**src/rtl/int2float_arb_pkg.sv**
```systemverilog
// int2float_arb_pkg: shared constants, tag record and sizing helper for the int2float arbiter.
package int2float_arb_pkg;

    localparam int DEFAULT_LATENCY = 5;
    // Tag index field is wide enough for up to 256 requesters; only the low clog2_min1(N_REQ) bits are used.
    localparam int TAG_IDX_MAX = 8;

    function automatic int clog2_min1(input int n);
        return (n <= 1) ? 1 : $clog2(n);
    endfunction

    typedef struct packed {
        logic                   valid;
        logic [TAG_IDX_MAX-1:0] idx;
    } tag_t;

endpackage

```
**src/rtl/int2float_rr_arb.sv**
```systemverilog
// int2float_rr_arb: round-robin priority picker, first requester at or after ptr wins.
module int2float_rr_arb #(
    parameter int N_REQ = 4,
    parameter int IDX_W = 2
) (
    input  logic [N_REQ-1:0] req,
    input  logic [IDX_W-1:0] ptr,
    output logic [N_REQ-1:0] grant,
    output logic [IDX_W-1:0] gidx
);

    logic [IDX_W-1:0] idx;

    // Scan from the farthest candidate back to ptr so the nearest valid requester is written last.
    always_comb begin
        grant = '0;
        gidx  = ptr;
        idx   = ptr;
        for (int k = N_REQ - 1; k >= 0; k--) begin
            idx = IDX_W'((int'(ptr) + k) % N_REQ);
            if (req[idx]) begin
                grant      = '0;
                grant[idx] = 1'b1;
                gidx       = idx;
            end
        end
    end

endmodule

```
**src/rtl/int2float_share_arb.sv**
```systemverilog
// int2float_share_arb: shares one fixed-latency int-to-float converter among N_REQ requesters,
// routing each result back to its requester through a tag pipe aligned with the converter.
module int2float_share_arb
    import int2float_arb_pkg::*;
#(
    parameter int DATA_W  = 32,
    parameter int N_REQ   = 4,
    parameter int LATENCY = DEFAULT_LATENCY
) (
    input  logic                    clk,
    input  logic                    rst,
    input  logic [N_REQ-1:0]        req_valid,
    input  logic [N_REQ*DATA_W-1:0] req_data,
    output logic [N_REQ-1:0]        req_ready,
    output logic                    conv_start,
    output logic [DATA_W-1:0]       conv_op,
    input  logic [DATA_W-1:0]       conv_res,
    output logic [N_REQ-1:0]        resp_valid,
    output logic [DATA_W-1:0]       resp_data,
    output logic                    busy
);

    localparam int IDX_W = clog2_min1(N_REQ);
    localparam int CNT_W = $clog2(LATENCY + 3);

    logic [IDX_W-1:0]  ptr_q, ptr_d, gidx;
    logic [N_REQ-1:0]  grant;
    logic              fire, any_tag;
    logic              conv_start_q, conv_start_d;
    logic [DATA_W-1:0] conv_op_q, conv_op_d;
    logic [N_REQ-1:0]  resp_valid_q, resp_valid_d;
    logic [DATA_W-1:0] resp_data_q, resp_data_d;
    logic [CNT_W-1:0]  cnt_q, cnt_d;
    // Stage 0 sits alongside conv_op; stage LATENCY lines up with conv_res.
    tag_t              tag_q [LATENCY+1];
    tag_t              tag_d [LATENCY+1];

    int2float_rr_arb #(
        .N_REQ(N_REQ),
        .IDX_W(IDX_W)
    ) u_arb (
        .req  (req_valid),
        .ptr  (ptr_q),
        .grant(grant),
        .gidx (gidx)
    );

    assign req_ready = rst ? '0 : grant;
    assign fire      = |(req_valid & req_ready);

    always_comb begin
        ptr_d        = fire ? ((gidx == IDX_W'(N_REQ - 1)) ? '0 : gidx + 1'b1) : ptr_q;
        conv_op_d    = fire ? req_data[gidx*DATA_W +: DATA_W] : conv_op_q;
        conv_start_d = fire;
        tag_d[0]     = {fire, TAG_IDX_MAX'(gidx)};
        any_tag      = 1'b0;
        for (int i = 1; i <= LATENCY; i++) tag_d[i] = tag_q[i-1];
        for (int i = 0; i <= LATENCY; i++) any_tag = any_tag | tag_q[i].valid;
        resp_valid_d = tag_q[LATENCY].valid ? N_REQ'(1) << tag_q[LATENCY].idx : '0;
        resp_data_d  = tag_q[LATENCY].valid ? conv_res : resp_data_q;
        cnt_d        = cnt_q + CNT_W'(fire) - CNT_W'(|resp_valid_q);
    end

    always_ff @(posedge clk or posedge rst) begin
        if (rst) begin
            ptr_q        <= '0;
            conv_start_q <= 1'b0;
            conv_op_q    <= '0;
            resp_valid_q <= '0;
            resp_data_q  <= '0;
            cnt_q        <= '0;
            for (int i = 0; i <= LATENCY; i++) tag_q[i] <= '0;
        end else begin
            ptr_q        <= ptr_d;
            conv_start_q <= conv_start_d;
            conv_op_q    <= conv_op_d;
            resp_valid_q <= resp_valid_d;
            resp_data_q  <= resp_data_d;
            cnt_q        <= cnt_d;
            for (int i = 0; i <= LATENCY; i++) tag_q[i] <= tag_d[i];
        end
    end

    assign conv_start = conv_start_q;
    assign conv_op    = conv_op_q;
    assign resp_valid = resp_valid_q;
    assign resp_data  = resp_data_q;
    assign busy       = conv_start_q | any_tag | (cnt_q != '0);

endmodule

```
**config.mk**
```make
export PLATFORM = sky130hd
export DESIGN_NAME = int2float_share_arb
export DESIGN_NICKNAME = d
export VERILOG_FILES = /design/src/rtl/int2float_arb_pkg.sv /design/src/rtl/int2float_rr_arb.sv /design/src/rtl/int2float_share_arb.sv
export SDC_FILE = /design/constraint.sdc
export NUM_CORES = 1
export LEC_CHECK = 0
export ABC_CLOCK_PERIOD_IN_PS = 6800
export BUFFER_PORTS_ARGS = -buffer_cell sky130_fd_sc_hd__buf_4
export CORE_UTILIZATION = 30
export CTS_CLUSTER_DIAMETER = 100
export DETAILED_ROUTE_END_ITERATION = 12
export PLACE_DENSITY = 0.58
export SYNTH_ARGS = -nofsm -noshare
export SYNTH_HDL_FRONTEND = slang
export SYNTH_SLANG_ARGS = --single-unit
```
**constraint.sdc**
```tcl
create_clock -name clk -period 6.8 [get_ports clk]
set_input_delay 1.02 -clock clk [delete_from_list [all_inputs] [get_ports clk]]
set_output_delay 1.02 -clock clk [all_outputs]
set_load 0.01 [all_outputs]
```
After elaboration in Yosys (flattened, before gate mapping)
Cells that the tools add are included.
{ "totals": {"regBits": 91, "out_inout_bits": 74} }
{ "op_classes": {"add_sub_neg": 6, "magnitude_cmp": 8, "n_eq_ne": 1, "shift": 2, "muxes": 27, "bitwise_logic": 8, "n_reduce_logical": 7} }
{ "op_table": {"columns": ["op", "count"], "rows": [
  ["$shiftx 128x8->32", 1],
  ["$mux 4", 6],
  ["$lt 2x3->1 const B", 4],
  ["$mux 2", 5],
  ["$bmux 1 s2", 4],
  ["$demux 1 s2", 4],
  ["$ge 2x1->1 const B", 4],
  ["$mux 1", 8],
  ["$reduce_or 4->1", 2],
  ["$or 1x1->1", 7],
  ["$add 2x1->2 const B", 2],
  ["$add 2x2->2 const B", 2],
  ["$and 4x4->4", 1],
  ["$logic_and 1x1->1", 4],
  ["$shl 1x2->4 const A", 1],
  ["$add 3x1->3", 1],
  ["$reduce_bool 3->1", 1],
  ["$sub 3x1->3", 1],
  ["$eq 2x2->1 const B", 1]
]} }

Logic depth before layout (Yosys ltp)
Gate-level depths: netlist of the first run.
{ "logic_depth": {"depth_word": 14, "ltp_mapped": 14} }

Modules after synthesis
Synthesis of the first run repeated with hierarchy kept, for this count alone.
{ "hier_totals": {"hier_cells": 283, "area_unflattened_um2": 4629.4} }
{ "modules_own_cells": {"columns": ["module", "instances", "cells_each", "area_each_um2", "seq_area_each_um2"], "rows": [
  ["int2float_share_arb", 1, 232, 4200.3, 2277.2],
  ["int2float_rr_arb", 1, 51, 429.2, 0.0]
]} }

Worst setup path after synthesis of the first run
OpenSTA, ideal clock, no wires.
{ "synth_path": {"kind": "reg2reg", "start": "register ptr_q[0]", "end": "register cnt_q[2]", "setup_ns": 0.123, "t_arrival_ns": 3.522, "slack_ns": 3.155, "stages_incl_launch_ff": 15, "synth_period_minus_slack_ns": 3.645, "cell_sequence": "dfrtp_1 buf_4 inv_1 ha_1 clkbuf_1 mux4_2 nand3b_1 a221oi_1 o21ai_0 o2111ai_4 buf_6 ha_1 fa_1 xnor2_1 xnor2_1"} }
{ "synth_between": {"elab_chain_cells": 14} }
{ "synth_rtl": {"columns": ["item", "line", "source"], "rows": [
  ["start, declared", "int2float_share_arb.sv:26", "logic [IDX_W-1:0] ptr_q, ptr_d, gidx;"],
  ["start signal, assigned", "int2float_share_arb.sv:74", "ptr_q <= ptr_d;"],
  ["$add 2x2->2", "int2float_rr_arb.sv:20", "idx = IDX_W'((int'(ptr) + k) % N_REQ);"],
  ["$lt 2x3->1 (implied by the code) or $ge 2x1->1 (tied branches)", "int2float_rr_arb.sv:23", "grant[idx] = 1'b1;"],
  ["$logic_and 1x1->1 (implied by the code)", "int2float_rr_arb.sv:23", null],
  ["$mux 1 (implied by the code)", "int2float_rr_arb.sv:23", null],
  ["$demux 1 s2", null, null],
  ["$mux 4 (3 in series)", "int2float_rr_arb.sv:21", "if (req[idx]) begin"],
  ["$mux 4 (*)", "int2float_rr_arb.sv:21", null],
  ["$mux 4 (*)", "int2float_share_arb.sv:48", "assign req_ready = rst ? '0 : grant;"],
  ["$and 4x4->4 (*)", "int2float_share_arb.sv:49", "assign fire = |(req_valid & req_ready);"],
  ["$reduce_or 4->1 (*)", "int2float_share_arb.sv:49", null],
  ["named net conv_start_d", "int2float_share_arb.sv:29", "logic conv_start_q, conv_start_d;"],
  ["$add 3x1->3 (*)", "int2float_share_arb.sv:61", "cnt_d = cnt_q + CNT_W'(fire) - CNT_W'(|resp_valid_q);"],
  ["$sub 3x1->3 (*)", "int2float_share_arb.sv:61", null],
  ["named net cnt_d[2]", "int2float_share_arb.sv:33", "logic [CNT_W-1:0] cnt_q, cnt_d;"],
  ["end signal, assigned", "int2float_share_arb.sv:79", "cnt_q <= cnt_d;"],
  ["end, declared", "int2float_share_arb.sv:33", null]
]} }
Mark *: on every way through the listed nets, which the timed path passes. The rest lies on a longest branch. The select of a mux whose other input is x is not followed.
A chain may end at the register's enable or synchronous reset.

Final worst setup path of the first run
{ "layout_path": {"start": "register ptr_q[0]", "end": "register cnt_q[2]"} }
{ "layout_between": {"elab_chain_cells": 14} }
{ "layout_rtl": {"columns": ["item", "line"], "rows": [
  ["$add 2x2->2", "int2float_rr_arb.sv:20"],
  ["$lt 2x3->1 (implied by the code) or $ge 2x1->1 (tied branches)", "int2float_rr_arb.sv:23"],
  ["$logic_and 1x1->1 (implied by the code)", "int2float_rr_arb.sv:23"],
  ["$mux 1 (implied by the code)", "int2float_rr_arb.sv:23"],
  ["$demux 1 s2", null],
  ["$mux 4 (3 in series)", "int2float_rr_arb.sv:21"],
  ["$mux 4 (*)", "int2float_rr_arb.sv:21"],
  ["$mux 4 (*)", "int2float_share_arb.sv:48"],
  ["$and 4x4->4 (*)", "int2float_share_arb.sv:49"],
  ["$reduce_or 4->1 (*)", "int2float_share_arb.sv:49"],
  ["$add 3x1->3 (*)", "int2float_share_arb.sv:61"],
  ["$sub 3x1->3 (*)", "int2float_share_arb.sv:61"],
  ["named net cnt_d[2]", "int2float_share_arb.sv:33"]
]} }
Marked as above.

==> qor.txt, run 1 <==
die height: 129 µm
YS warnings: 0
vias after detailed routing: 3808
skew final: 0.00630 ns
crit path time final: 4.39 ns
pre-CTS setup slack: 2.39 ns
largest net degree at the start of global routing: 72
TritonCTS clock tree: yes
TNS Setup: 0 ns
reg-to-reg setup timing slack: 2.41 ns
Placed Area: 0.00683 mm²
unrepaired setup endpoints after global routing: no
worst r2r dst: cnt_q[2]
Syn Nets: 547
final WL: 12500 µm
Post-Syn Area: 0.00484 mm²
Worst Setup SP: ptr_q[0]
Crit. End Element: flop
nets@finish: 776
CORE AREA: 0.0158 mm²
crit path DAT: 4.64 ns
Reg clk slew, reported paths: 0.07 ns
Initial Util: 30.6%
Worst Path Required: 7.06 ns
relative max-transition margin: 39.6%
layout cells sized above 1: 51.4%
final setup fails: 0
Critical Path Sink: cnt_q[2]
crit-path cells: inv_1, ha_1, mux4_2, nand3b_1, a221oi_1, o21ai_0, o2111ai_4, buf_4, ha_1, fa_1, xnor2_1, xnor2_1
final instance area: 0.00713 mm²
launching point of the worst reg2reg path: ptr_q[0]
Routability Congestion: 0.725
max_cap viols: 0
WL per Instance: 15.3 µm
clock sink count: 91
Worst VDD drop: 158 µV
vias in the first global route: 3897
post-synthesis async set-or-reset flop share: 100%
cts repair resizes: 0
drt drc: 0
Critical Path Slowest Stage Cell: dfrtp_1
First DRT Iteration DRCs: 95
FF+latch count, synth: 91
Remaining Overflow, GRT: 0
actual slew at the worst max-slew pin: 0.905 ns
Power Dens Cells: 480 mW/mm²
syn_area_per_cell: 13.1 µm²
outcome: finished clean
post-route ant nets: 0
hold depth: 0
CP Max Fanout: 19
crit-path max cell delay: 0.60 ns
Static Leak: 0.00352 µW
HP Class: flop to flop
final slew viol count: 0
Clock Root Buffer: clkbuf_16
hold_buf cts: 0
diode count: 0
CP Class: flop to flop
Syn Inst Count: 370
clock latency on the worst-skew pair: 0.34 ns
CP Launch Type: flop
worst setup margin: 2.41 ns
first-pass GRT wire length: 19500 µm
All-Layer GR Usage: 15.3%
ys flop type: dfrtp_1
FF+latch area: 0.00228 mm²
DR pass1 iterations: 4
cts bufs inserted: 9
fill cell total of the finished layout: 1503
period utilization: 64.5%
initial antenna violation count: 0
Achievable Freq: 228 MHz
biggest area consumer among synthesized cells: dfrtp_1
post-DP HPWL: 9690 µm
Die ar.: 0.0166 mm²
Synth area leaders: dfrtp_1 (47%), mux2i_1 (21%), mux2_2 (9.8%)
via/cell ratio: 4.65
Multi-input gate area: 0.00240 mm²
I/O Pins: 240
Area Overhead vs Synth: 47.4%
die width: 129 µm
Hold Fails Final Rpt: 0
Post-CTS Setup Bufs: 0
PortBufs: 239
Clock Tree Buf Depth: 2
Cell variety after synth: 34
sequential area share after synthesis: 47.1%
CTS H-Tree Depth: 3
number of cells on the worst reg-to-reg path: 12
post-synth top area share: 47.1%
Post-synth EDFFs: 0
num rows: 46
[synth_stat cells, types with 4 or more instances]
cell type,number
nand2_1,5
mux2_2,42
dfrtp_1,91
nor2_1,11
mux2i_1,102
buf_2,9
inv_1,13
clkbuf_1,13
ha_1,10
a21oi_1,6
nand3b_1,4
mux2_1,27
[where the power goes]
part / switching (µW) / internal (µW) / total [µW]
clock: 216 / 288 / 504
combinational: 908 / 1030 / 1940
sequential: 157 / 826 / 983
[critical path, delay by kind of cell (launching register included)]
kind / cells / cell delay (ns)
AO/OA/AOI/OAI: 3 / 0.83
XOR/XNOR: 2 / 0.34
adder cells (fa/ha/maj): 3 / 1.15
buffers and inverters: 2 / 0.65
flip-flops: 1 / 0.60
multiplexers: 1 / 0.59
AND/OR/NAND/NOR: 1 / 0.14
[sequential cells by signal, indices dropped and copies added, names as in the netlist]
register    count
cnt_q           3
conv_op        32
ptr_q           2
resp_data      32
resp_valid      4
tag_d          15
tag_q           3
[layout by cell type, fill, tap and decap left out, types with 4 or more instances in the layout]
master     instances
nand2_1            5
clkbuf_16          9
ha_1              10
mux2i_1          102
nand3b_1           4
dfrtp_1           91
nor2_1            11
mux2_2            42
inv_1             12
mux2_1            27
buf_4            244
a21oi_1            6
[worst min-delay path by stage]
| stage | slack (ns) | endpoint | startpoint |
|---|---|---|---|
| floorplan | 0.33 | tag_d[0] | tag_d[9] |
| global placement | 0.33 | tag_d[9] | tag_d[18] |
| detailed placement | 0.33 | tag_d[0] | tag_d[9] |
| CTS | 0.35 | tag_d[0] | tag_d[9] |
| global route | 0.36 | tag_d[0] | tag_d[9] |
| finish | 0.35 | tag_d[0] | tag_d[9] |
[metal layers]
layer / GRT usage (%) / wire length [µm]
met4: 4.43 / 104
met3: 5.66 / 1120
met5: 0 / 0
met1: 17.6 / 4950
met2: 26.6 / 6360
[cell families after synthesis]
kind of cell             count (synthesis)  share of synthesized area [%]
multiplexers                           174                           38.5
flip-flops                              91                           47.1
buffers and inverters                   39                           3.80
AND/OR/NAND/NOR                         31                           3.67
AO/OA/AOI/OAI                           21                           3.39
adder cells (fa/ha/maj)                 11                           3.00
XOR/XNOR                                 3                          0.543
[layout make-up]
type                            count  share of cell area [%]
Tap cell                          216                    3.79
Inverter                           13                   0.719
Timing Repair Buffer              244                    25.7
Multi-Input combinational cell    240                    33.7
Clock buffer                        9                    3.16
Clock inverter                      6                    1.05
Sequential cell                    91                    31.9
[stage by stage]
step	instances	total power (µW)	hold slack [ns]	utilization [%]
3_5_place_dp	804	2960	0.335	43.2
2_1_floorplan	370	2280	0.331	-
6_report	819	3420	0.346	45.1
3_3_place_gp	804	2910	0.331	43.2
4_1_cts	819	3490	0.345	45.1
5_1_grt	819	3690	0.358	45.1
(Power assumes the default switching activity.)
==> inputs of run 2 (changes only) <==
--- a/config.mk
+++ b/config.mk
@@ -5,12 +5,12 @@
 export SDC_FILE = /design/constraint.sdc
 export NUM_CORES = 1
 export LEC_CHECK = 0
-export ABC_CLOCK_PERIOD_IN_PS = 6800
+export ABC_CLOCK_PERIOD_IN_PS = 3800
 export BUFFER_PORTS_ARGS = -buffer_cell sky130_fd_sc_hd__buf_4
 export CORE_UTILIZATION = 30
 export CTS_CLUSTER_DIAMETER = 100
 export DETAILED_ROUTE_END_ITERATION = 12
-export PLACE_DENSITY = 0.58
+export PLACE_DENSITY = 0.6
 export SYNTH_ARGS = -nofsm -noshare
 export SYNTH_HDL_FRONTEND = slang
 export SYNTH_SLANG_ARGS = --single-unit
==> constraint.sdc (replaced) <==
create_clock -name clk -period 3.8 [get_ports clk]
set_input_delay 0.57 -clock clk [delete_from_list [all_inputs] [get_ports clk]]
set_output_delay 0.57 -clock clk [all_outputs]
set_load 0.01 [all_outputs]
==> qor.txt, run 2 (synthesis results as in run 1) <==
All-Layer GR Usage: 14.5%
worst setup margin: 0.503 ns
CP Launch Type: flop
commonest non-fill, non-tap cell in the layout: buf_4
NetSw: 2280 µW
drt drc: 0
Static Leak: 0.00356 µW
via/cell ratio: 4.54
Hold Fails Final Rpt: 0
largest net degree at the start of global routing: 62
Buf/Inv on CP: 3
Initial Util: 30.6%
final instance area: 0.00722 mm²
Worst Min Path Start: tag_d[19]
Crit. End Element: flop
num rows: 46
number of cells on the worst reg-to-reg path: 9
I/O Pins: 240
PortBufs: 239
Worst VDD drop: 464 µV
Routability Congestion: 0.822
TNS Setup: 0 ns
Logic pwr share: 57.9%
pre-CTS setup slack: 0.124 ns
period utilization: 86.8%
layout cells sized above 1: 51.8%
hold_buf cts: 0
Worst Path Required: 4.01 ns
TritonCTS clock tree: yes
reg-to-reg setup timing slack: 0.50 ns
vias after detailed routing: 3749
post-route ant nets: 0
unrepaired setup endpoints after global routing: no
most frequent cells in the layout: buf_4 (247), mux2i_1 (102), dfrtp_1 (91), mux2_2 (42), mux2_1 (27)
Area Overhead vs Synth: 49.1%
diode count: 0
actual slew at the worst max-slew pin: 0.835 ns
cts repair resizes: 0
crit path DAT: 3.51 ns
launching point of the worst reg2reg path: ptr_q[1]
P_int: 3940 µW
final setup fails: 0
Clock Root Buffer: clkbuf_16
outcome: finished clean
CP Class: flop to flop
worst r2r dst: conv_op[27]
CP Max Fanout: 19
clock latency on the worst-skew pair: 0.34 ns
crit-path cells: inv_1, ha_1, mux4_2, a22o_1, or4b_4, o2111ai_4, buf_4, buf_12, mux2_1
max_cap viols: 0
Post-CTS Setup Bufs: 0
Sw Ratio: 36.6%
Critical Path Slowest Stage Cell: or4b_4
CP top delay family: multiplexers
First DRT Iteration DRCs: 65
skew final: 0.00989 ns
relative max-transition margin: 42.8%
Achievable Freq: 303 MHz
Remaining Overflow, GRT: 0
crit-path max cell delay: 0.50 ns
final slew viol count: 0
die height: 129 µm
first-pass GRT wire length: 18700 µm
clock sink count: 91
vias in the first global route: 3789
clock power share: 14.5%
post-DP HPWL: 9180 µm
Die ar.: 0.0166 mm²
Worst Hold Endpoint: tag_d[10]
fin util: 45.6%
final WL: 12000 µm
sequential share of power: 27.6%
DR pass1 iterations: 7
fill cell total of the finished layout: 1491
CORE AREA: 0.0158 mm²
crit path time final: 3.30 ns
CTS H-Tree Depth: 3
Clock Tree Buf Depth: 2
initial antenna violation count: 0
Power Dens Cells: 862 mW/mm²
Reg clk slew, reported paths: 0.06 ns
die width: 129 µm
cts bufs inserted: 9
HP Class: flop to flop
nets@finish: 782
hold depth: 0
WL per Instance: 14.5 µm
Placed Area: 0.00691 mm²
==> run 2: power by group through the flow <==
| stage | combinational [µW] | clock, µW | sequential, µW |
|---|---|---|---|
| 2_1_floorplan | 2200 | 0 | 1890 |
| 3_3_place_gp | 3560 | 0 | 1720 |
| 3_5_place_dp | 3660 | 0 | 1730 |
| 4_1_cts | 3660 | 941 | 1730 |
| 5_1_grt | 3930 | 982 | 1790 |
| 6_report | 3600 | 906 | 1720 |
==> run 2: metal layers <==
layer  wire (µm)  up-vias  share of wire [%]  track usage [%]
met5           0        -                  0                0
met4         202        0                1.7             5.33
met2        6080      169                 51             25.5
met3         838       18                7.0             3.84
li1            -     1805                  -                -
met1        4880     1757                 41             16.9
==> run 2: layout make-up <==
type | count | area, µm² | area share [%]
repair buffers | 250 | 1910 | 26.5
clock inverters | 5 | 60.1 | 0.832
multi-input cells | 240 | 2400 | 33.3
clock buffers | 11 | 243 | 3.36
well taps | 216 | 270 | 3.74
inverters | 13 | 51.3 | 0.711
flip-flops and latches | 91 | 2280 | 31.5
==> run 2: how the worst max path moves through the flow <==
stage / startpoint / to / cells after the start
floorplan: ptr_q[0] / cnt_q[2] / 14
global placement: ptr_q[1] / cnt_q[2] / 11
detailed placement: ptr_q[1] / cnt_q[2] / 11
CTS: ptr_q[1] / cnt_q[2] / 11
global route: ptr_q[1] / cnt_q[2] / 11
finish: ptr_q[1] / conv_op[27] / 9
==> run 2: per-stage QoR <==
stage / cells / total power, µW / hold WS, ns
floorplan: 370 / 4080 / 0.331
global placement: 809 / 5280 / 0.332
detailed placement: 809 / 5400 / 0.335
CTS: 825 / 6330 / 0.350
global route: 826 / 6700 / 0.347
finish: 826 / 6220 / 0.347
